===== src/rtl/spi_slave_ctrl.sv =====
// spi_slave_ctrl
// SPI mode-0 responder (CPOL=0, CPHA=0, MSB first, 8-bit frames). The
// external sclk/cs_n/mosi are oversampled in the clk domain, bytes are
// shifted in and out, and the CPU side sees a one-byte TX holding buffer
// and a one-byte RX buffer with sticky overrun/underrun flags.
//
// Ports
//   clk, rst        system clock, asynchronous active-high reset
//   tx_data/tx_load byte to send next; load accepted while tx_ready=1
//   tx_ready        TX holding buffer empty
//   rx_data         last complete received byte
//   rx_valid/rx_ack unread-byte flag and its 1-clk clear strobe
//   status_clr      clears overrun and underrun
//   overrun         a byte completed while rx_valid was still set
//   underrun        IDLE_BYTE was sent because the TX buffer was empty
//   busy            frame in progress
//   sclk, cs_n,mosi SPI inputs from the master (asynchronous)
//   miso, miso_oe   SPI data to the master and its output enable
module spi_slave_ctrl #(
  parameter logic [7:0] IDLE_BYTE = 8'hFF
) (
  input  logic       clk,
  input  logic       rst,
  input  logic [7:0] tx_data,
  input  logic       tx_load,
  output logic       tx_ready,
  output logic [7:0] rx_data,
  output logic       rx_valid,
  input  logic       rx_ack,
  input  logic       status_clr,
  output logic       overrun,
  output logic       underrun,
  output logic       busy,
  input  logic       sclk,
  input  logic       cs_n,
  input  logic       mosi,
  output logic       miso,
  output logic       miso_oe
);

  typedef enum logic {IDLE, SHIFT} state_t;

  state_t     state;
  logic       sclk_s1, sclk_s2, sclk_s3;
  logic       cs_s1, cs_s2, cs_s3;
  logic       mosi_s1, mosi_s2;
  logic [7:0] tx_buf;
  logic [7:0] sh_tx;
  logic [7:0] sh_rx;
  logic [2:0] bcnt;

  logic       sclk_rise, sclk_fall, cs_fall, cs_rise;
  logic       frame_start, boundary, consume_tx, byte_done;
  logic [7:0] rx_next;
  logic [7:0] tx_next;

  // Two-flop synchronizers; the third sclk/cs_n stage is only for edge detect.
  always_ff @(posedge clk or posedge rst) begin
    if (rst) begin
      sclk_s1 <= 1'b0;
      sclk_s2 <= 1'b0;
      sclk_s3 <= 1'b0;
      cs_s1   <= 1'b1;
      cs_s2   <= 1'b1;
      cs_s3   <= 1'b1;
      mosi_s1 <= 1'b0;
      mosi_s2 <= 1'b0;
    end else begin
      sclk_s1 <= sclk;
      sclk_s2 <= sclk_s1;
      sclk_s3 <= sclk_s2;
      cs_s1   <= cs_n;
      cs_s2   <= cs_s1;
      cs_s3   <= cs_s2;
      mosi_s1 <= mosi;
      mosi_s2 <= mosi_s1;
    end
  end

  assign sclk_rise = sclk_s2 & ~sclk_s3;
  assign sclk_fall = ~sclk_s2 & sclk_s3;
  assign cs_fall   = ~cs_s2 & cs_s3;
  assign cs_rise   = cs_s2 & ~cs_s3;

  // A cs_n rise ends the frame and takes priority over any sclk edge seen
  // in the same clk, so a trailing edge cannot consume the TX buffer.
  assign frame_start = (state == IDLE) && cs_fall;
  assign boundary    = (state == SHIFT) && !cs_rise && sclk_fall && (bcnt == 3'd0);
  assign consume_tx  = frame_start || boundary;
  assign byte_done   = (state == SHIFT) && !cs_rise && sclk_rise && (bcnt == 3'd7);
  assign rx_next     = {sh_rx[6:0], mosi_s2};
  assign tx_next     = tx_ready ? IDLE_BYTE : tx_buf;

  always_ff @(posedge clk or posedge rst) begin
    if (rst) begin
      state    <= IDLE;
      tx_buf   <= 8'h00;
      tx_ready <= 1'b1;
      sh_tx    <= 8'h00;
      sh_rx    <= 8'h00;
      bcnt     <= 3'd0;
      rx_data  <= 8'h00;
      rx_valid <= 1'b0;
      overrun  <= 1'b0;
      underrun <= 1'b0;
      busy     <= 1'b0;
    end else begin
      // The buffer is consumed before a same-clk load is accepted, so a load
      // arriving exactly at consumption refills the now-empty buffer.
      if (consume_tx && !tx_ready) begin
        tx_ready <= 1'b1;
      end
      if (tx_load && (tx_ready || consume_tx)) begin
        tx_buf   <= tx_data;
        tx_ready <= 1'b0;
      end

      // Clear first so a coincident event leaves the flag set.
      if (status_clr) begin
        underrun <= 1'b0;
        overrun  <= 1'b0;
      end
      if (consume_tx && tx_ready) begin
        underrun <= 1'b1;
      end

      if (rx_ack) begin
        rx_valid <= 1'b0;
      end
      if (byte_done) begin
        if (!rx_valid || rx_ack) begin
          rx_data  <= rx_next;
          rx_valid <= 1'b1;
        end else begin
          overrun <= 1'b1;
        end
      end

      case (state)
        IDLE: begin
          if (cs_fall) begin
            sh_tx <= tx_next;
            bcnt  <= 3'd0;
            busy  <= 1'b1;
            state <= SHIFT;
          end
        end
        SHIFT: begin
          if (cs_rise) begin
            bcnt  <= 3'd0;
            busy  <= 1'b0;
            state <= IDLE;
          end else begin
            if (sclk_rise) begin
              sh_rx <= rx_next;
              bcnt  <= bcnt + 3'd1;
            end
            // bcnt==0 on a falling edge means the previous byte just
            // completed, so the next byte's MSB must be presented now.
            if (sclk_fall) begin
              if (bcnt == 3'd0) begin
                sh_tx <= tx_next;
              end else begin
                sh_tx <= {sh_tx[6:0], 1'b0};
              end
            end
          end
        end
        default: state <= IDLE;
      endcase
    end
  end

  assign miso    = busy & sh_tx[7];
  assign miso_oe = busy;

endmodule


===== config.mk =====
export PLATFORM = sky130hd
export DESIGN_NAME = spi_slave_ctrl
export DESIGN_NICKNAME = d
export VERILOG_FILES = /design/src/rtl/spi_slave_ctrl.sv
export SDC_FILE = /design/constraint.sdc
export NUM_CORES = 1
export LEC_CHECK = 0
export ABC_CLOCK_PERIOD_IN_PS = 1600
export CORE_UTILIZATION = 40
export CTS_CLUSTER_SIZE = 14
export DETAILED_ROUTE_END_ITERATION = 6
export DONT_BUFFER_PORTS = 1
export PLACE_DENSITY_LB_ADDON = 0.12
export SYNTH_ARGS = -nofsm -noshare
export SYNTH_HDL_FRONTEND = slang
export SYNTH_SLANG_ARGS = --single-unit

===== constraint.sdc =====
create_clock -name clk -period 1.6 [get_ports clk]
set_clock_uncertainty 0.05 [all_clocks]
set_input_delay 0.08 -clock clk [delete_from_list [all_inputs] [get_ports clk]]
set_output_delay 0.08 -clock clk [all_outputs]
set_load 0.02 [all_outputs]

==> results of run 1 <==
## layout make-up
cell class	instances	area [um^2]
Fill cell	384	2040
Sequential cell	48	1210
Multi-Input combinational cell	101	882
Timing Repair Buffer	44	395
Tap cell	67	83.8
Clock buffer	5	68.8
Inverter	8	30.0
Clock inverter	3	18.8
## critical path, delay by kind of cell, from the launching register on
kind,cells,cell delay [ps]
buf+inv,3,410
mux,1,300
simple gates,1,40
flops,1,570
compound gates,1,250
## worst paths after layout
kind / to / start / cells past startpoint
min: tx_buf[6] / tx_load / 3
max in group asynchronous: overrun / rst / 3
max: tx_buf[7] / cs_s2 / 6
min reg2reg: sclk_s2 / sclk_s1 / 0
max reg2reg: tx_buf[7] / cs_s2 / 6
min in group asynchronous: mosi_s1 / rst / 2
## cells in the final DEF (no fill, tap or decap), types with 2 or more instances in the layout
master	count
inv_2	3
buf_6	4
clkinv_2	2
mux2_4	16
inv_1	5
o31ai_2	5
a21oi_1	2
o31ai_1	2
nor3_2	6
dfstp_2	4
dfrtp_1	44
ha_1	2
nand2_1	32
a22o_1	2
dlygate4sd3_1	15
buf_4	24
nor2_1	8
nand2b_4	2
o21ai_0	4
clkbuf_8	5
## cell families after synthesis
| group | count (synthesis) | share of synthesized area [%] |
|---|---|---|
| adders and majority gates | 4 | 2.43 |
| AOI/OAI and AO/OA | 20 | 7.36 |
| and+or+nand+nor | 60 | 15.2 |
| DFF | 48 | 61.7 |
| buffers and inverters | 15 | 3.58 |
| muxes | 17 | 9.79 |
## stage by stage
stage	hold WS, ps	std cells	setup WS [ps]	power, uW	cell area, um^2
2_1_floorplan	34.5	164	-145	1940	2010
3_3_place_gp	-3.25	243	-158	2060	2220
3_5_place_dp	12.9	243	-198	2090	2220
4_1_cts	88.3	272	-162	2940	2560
5_1_grt	85.1	276	-216	3180	2690
6_report	88.1	276	-127	3010	2690
## cell usage after synthesis
master / instances
a21oi_1: 2
a22o_1: 2
a31oi_1: 1
and2_1: 2
and3_1: 1
and4bb_4: 1
buf_2: 2
buf_4: 3
clkbuf_1: 2
dfrtp_1: 44
dfstp_2: 4
ha_1: 3
inv_1: 8
maj3_1: 1
mux2_2: 17
nand2_1: 33
nand2b_1: 3
nand4b_1: 1
nor2_1: 8
nor2b_1: 1
nor3_1: 8
nor3b_4: 1
nor4b_2: 1
o21ai_0: 6
o22ai_1: 1
o31ai_1: 7
o31ai_4: 1
## registers in the layout, indices dropped and copies added (netlist names), 3 cells and up
signal	cells
sh_tx	8
sh_rx	7
rx_data	8
tx_buf	8
bcnt	3
## power breakdown
part | total (uW) | switching (uW) | internal, uW
Combinational | 704 | 313 | 391
Sequential | 1600 | 169 | 1440
Clock | 698 | 393 | 305
## repair_timing
| action | in CTS | in global routing |
|---|---|---|
| cloned | 1 | 0 |
| buffers inserted | 6 | 5 |
| hold endpoints to repair | 38 | 0 |
| resized for setup | 17 | 24 |
| pin swaps | 5 | 2 |
| endpoints found under the setup margin | 23 | 28 |
| hold buffers | 15 | 0 |
## routing by layer
| metal | share of wire (%) | vias up | global-route usage (%) |
|---|---|---|---|
| li1 | - | 643 | - |
| met1 | 44 | 648 | 18.9 |
| met2 | 52 | 28 | 28.5 |
| met3 | 3.5 | 5 | 4.58 |
| met4 | 1.3 | 0 | 6.32 |
| met5 | 0 | - | 0 |
==> results.yml, run 1 <==
yosys:
  synth_area_leader_cell: "dfrtp_1"
  yosys.area.top_type_share_pct: 56.3
  synthesis.nets: 183
  ys_seq_elements: 48
  yosys-top-cells-area: "dfrtp_1 56%, mux2_2 9.8%, nand2_1 6.3%"
  syn_area_um2: 1960
  yosysUniqueCellTypes: 27
  postSynthAreaPerCell_um2: 11.9
  yosysWarningCount: 0
  syn_inst: 164
  yosysSeqAreaShare_pct: 61.7
setup_path:
  cp_common_cell: "buf_6"
  path_class: "flop to flop"
  crit_chain: "buf_6 > nor3b_4 > buf_6 > o31ai_4 > buf_12 > mux2_4"
  end_kind: "flop"
  r2r_slack_ps: -130
  cpPeakStageDelay_ps: 570
  startpoint_type: "flop"
  worstPathRequired_ps: 1730
  cp_max_fo: 8
  cp.arrival_ps: 1860
  crit_slowest_cell: "dfstp_2"
floorplan:
  ios: 31
  core_um2: 4720
  rows: 25
  dieArea_um2: 5170
  die_h_um: 71.9
  start_util_pct: 41.4
  die_w_um: 71.9
timing:
  fmax_mhz: 579
  maxSlewViolCount: 0
  worst_slew_pin_slew_ps: 562
  period_share_pct: 108
  setup_viol: 16
  fin_ws_ps: -127
  max_slew_margin_pct: 62.5
  fin_crit_ps: 1730
  setup_tns_ps: -1950
  rsz0062_at_grt: "true"
  hold_viol: 0
place:
  portBuffers: 0
  dp_hpwl_mm: 2.54
  gp_congestion: 0.764
clock_tree:
  cts_root_buffer: "clkbuf_8"
  tritoncts: "done"
  clkSinkCount: 48
  clock_path_buffers: 2
  cts.clk_slew.worst_paths_ps: 80
  htree_levels: 2
  clock_latency_ps: 300
  cts_buffers: 5
power:
  irDropWorstVdd_v: 0.000681
  leakage_uw: 0.00128
  pwr_density_cell_nw_per_um2: 1120
global_routing:
  overflow: 0
  grt_max_degree: 30
  grt_pass1_wl_mm: 6.39
  grt_pass1_vias: 1411
  track_usage_pct: 16.3
  antenna_found_initial: 0
job:
  maxCapViolCount: 0
route:
  dr.pass1.iters: 4
  via_count: 1324
  drcViolationCount: 0
  wire_per_inst_um: 13.6
  ant_nets: 0
  dr.first_iter.drc_count: 61
  via_per_inst: 4.80
  routed_wl_mm: 3.74
cells_and_area:
  fin_util_pct: 56.8
  antenna_cells: 0
  fin_nets: 227
  drive_gt1_share_pct: 41.1
  area_growth_pct: 37.3
outcome:
  violations: "negative setup slack"
  status: "complete, but fails checks"
worst_hold_path:
  min_path_type: "primary input to flop"
Power figures use the tool's default switching activity.
==> run 2: changes to the inputs <==
--- a/config.mk
+++ b/config.mk
@@ -6,11 +6,13 @@
 export NUM_CORES = 1
 export LEC_CHECK = 0
 export ABC_CLOCK_PERIOD_IN_PS = 1600
+export CORE_MARGIN = 2
 export CORE_UTILIZATION = 40
 export CTS_CLUSTER_SIZE = 14
 export DETAILED_ROUTE_END_ITERATION = 6
 export DONT_BUFFER_PORTS = 1
 export PLACE_DENSITY_LB_ADDON = 0.12
+export SKIP_LAST_GASP = 1
 export SYNTH_ARGS = -nofsm -noshare
 export SYNTH_HDL_FRONTEND = slang
 export SYNTH_SLANG_ARGS = --single-unit
==> results.yml, run 2 (synthesis results as in run 1) <==
cells_and_area:
  seq_area_um2: 1210
  num-fill-cells: 417
  antenna_cells: 0
  fin_nets: 222
  layout_commonest_cell: "dfrtp_1"
  layout_common_cells: "44 x dfrtp_1, 29 x nand2_1, 19 x buf_4"
  drive_gt1_share_pct: 41.7
  area_growth_pct: 40.2
  fin_cells: 271
  multi_input_comb_area_um2: 931
  finalInstanceArea_um2: 2740
  reg_top3: "rx_data: 8 flops, sh_tx: 8 flops, tx_buf: 8 flops"
clock_tree:
  htree_levels: 2
  clock_path_buffers: 2
  clkSinkCount: 48
  tritoncts: "done"
  clock_latency_ps: 310
  cts_root_buffer: "clkbuf_8"
  cts_buffers: 5
  cts.clk_slew.worst_paths_ps: 90
timing:
  setup_tns_ps: -2460
  fin_ws_ps: -146
  worst_slew_pin_slew_ps: 522
  fmax_mhz: 573
  fin_hold_ws_ps: 86.1
  setup_viol: 24
  period_share_pct: 109
  maxSlewViolCount: 0
  fin_crit_ps: 1750
  hold_viol: 0
  rsz0062_at_grt: "true"
  max_slew_margin_pct: 65.1
setup_path:
  startpoint_type: "flop"
  cp_max_fo: 8
  worstPathRequired_ps: 1740
  end_kind: "flop"
  cp.arrival_ps: 1880
  path_class: "flop to flop"
power:
  irDropWorstVdd_v: 0.000661
  pwr_density_cell_nw_per_um2: 1190
  total_power_uw: 3270
  leakage_uw: 0.00128
route:
  via_per_inst: 4.80
  routed_wl_mm: 3.78
  dr.pass1.iters: 4
  via_count: 1300
  drcViolationCount: 0
  ant_nets: 0
  wire_per_inst_um: 13.9
  dr.first_iter.drc_count: 36
floorplan:
  die_w_um: 73.9
  dieArea_um2: 5460
  start_util_pct: 41.4
  die_h_um: 73.9
  rows: 25
  ios: 31
  core_um2: 4720
global_routing:
  grt_pass1_vias: 1323
  grt_max_degree: 26
  grt_pass1_wl_mm: 6.13
  antenna_found_initial: 0
  overflow: 0
  track_usage_pct: 15.1
worst_hold_path:
  min_path_type: "primary input to flop"
place:
  gp_congestion: 0.757
  portBuffers: 0
  dp_hpwl_mm: 2.47
  dp.cells: 241
  dpl-instance-area_um2: 2210
job:
  maxCapViolCount: 0
outcome:
  status: "complete, but fails checks"
  violations: "negative setup slack"
run 2: cell type report:
class / instances / area share (%)
multi-input combinational: 101 / 34.0
tap: 67 / 3.06
clock buffer: 5 / 2.51
clock inverter: 3 / 1.69
timing repair buffer: 39 / 13.7
sequential: 48 / 44.0
inverter: 8 / 1.10
run 2: final timing paths:
| kind | end | slack [ps] | from | cells past startpoint |
|---|---|---|---|---|
| min | tx_buf[3] | 90 | tx_load | 3 |
| max in group asynchronous | cs_s3 | 690 | rst | 3 |
| max reg2reg | tx_buf[5] | -150 | bcnt[1] | 7 |
| min in group asynchronous | rx_data[3] | 220 | rst | 2 |
| max | tx_buf[5] | -150 | bcnt[1] | 7 |
| min reg2reg | mosi_s2 | 300 | mosi_s1 | 0 |
run 2: metal layers:
metal | global-route usage (%) | vias up | wire, um
met4 | 4.24 | 0 | 41
met2 | 25.2 | 28 | 1930
met5 | 0 | - | 0
met1 | 18.5 | 637 | 1670
li1 | - | 631 | -
met3 | 5.21 | 4 | 143
run 2: stage by stage:
stage / utilization, % / setup WS (ps)
6_report: 58.0 / -146
5_1_grt: 58.0 / -193
4_1_cts: 54.5 / -205
3_5_place_dp: 46.9 / -203
3_3_place_gp: 46.9 / -161
2_1_floorplan: - / -145
run 2: worst max-delay path, stage by stage, from the launching register on:
cell	delay, ps
dfrtp_1	380
inv_2	50
ha_4	160
nand2b_4	70
and4bb_4	240
o31ai_4	210
buf_12	170
mux2_4	310
run 2: repair_timing:
action | CTS | global route
setup buffers | 3 | 4
hold buffers | 15 | 0
pin swaps | 3 | 10
gates resized for setup | 17 | 33
endpoints found under the setup margin | 24 | 27
gates cloned | 1 | 0
endpoints found under the hold margin | 38 | 0
run 2: report_power, final:
group / leakage [uW] / internal [uW] / switching, uW
Combinational: 0.000619 / 412 / 355
Sequential: 0.000602 / 1440 / 175
Clock: 0.0000548 / 471 / 421
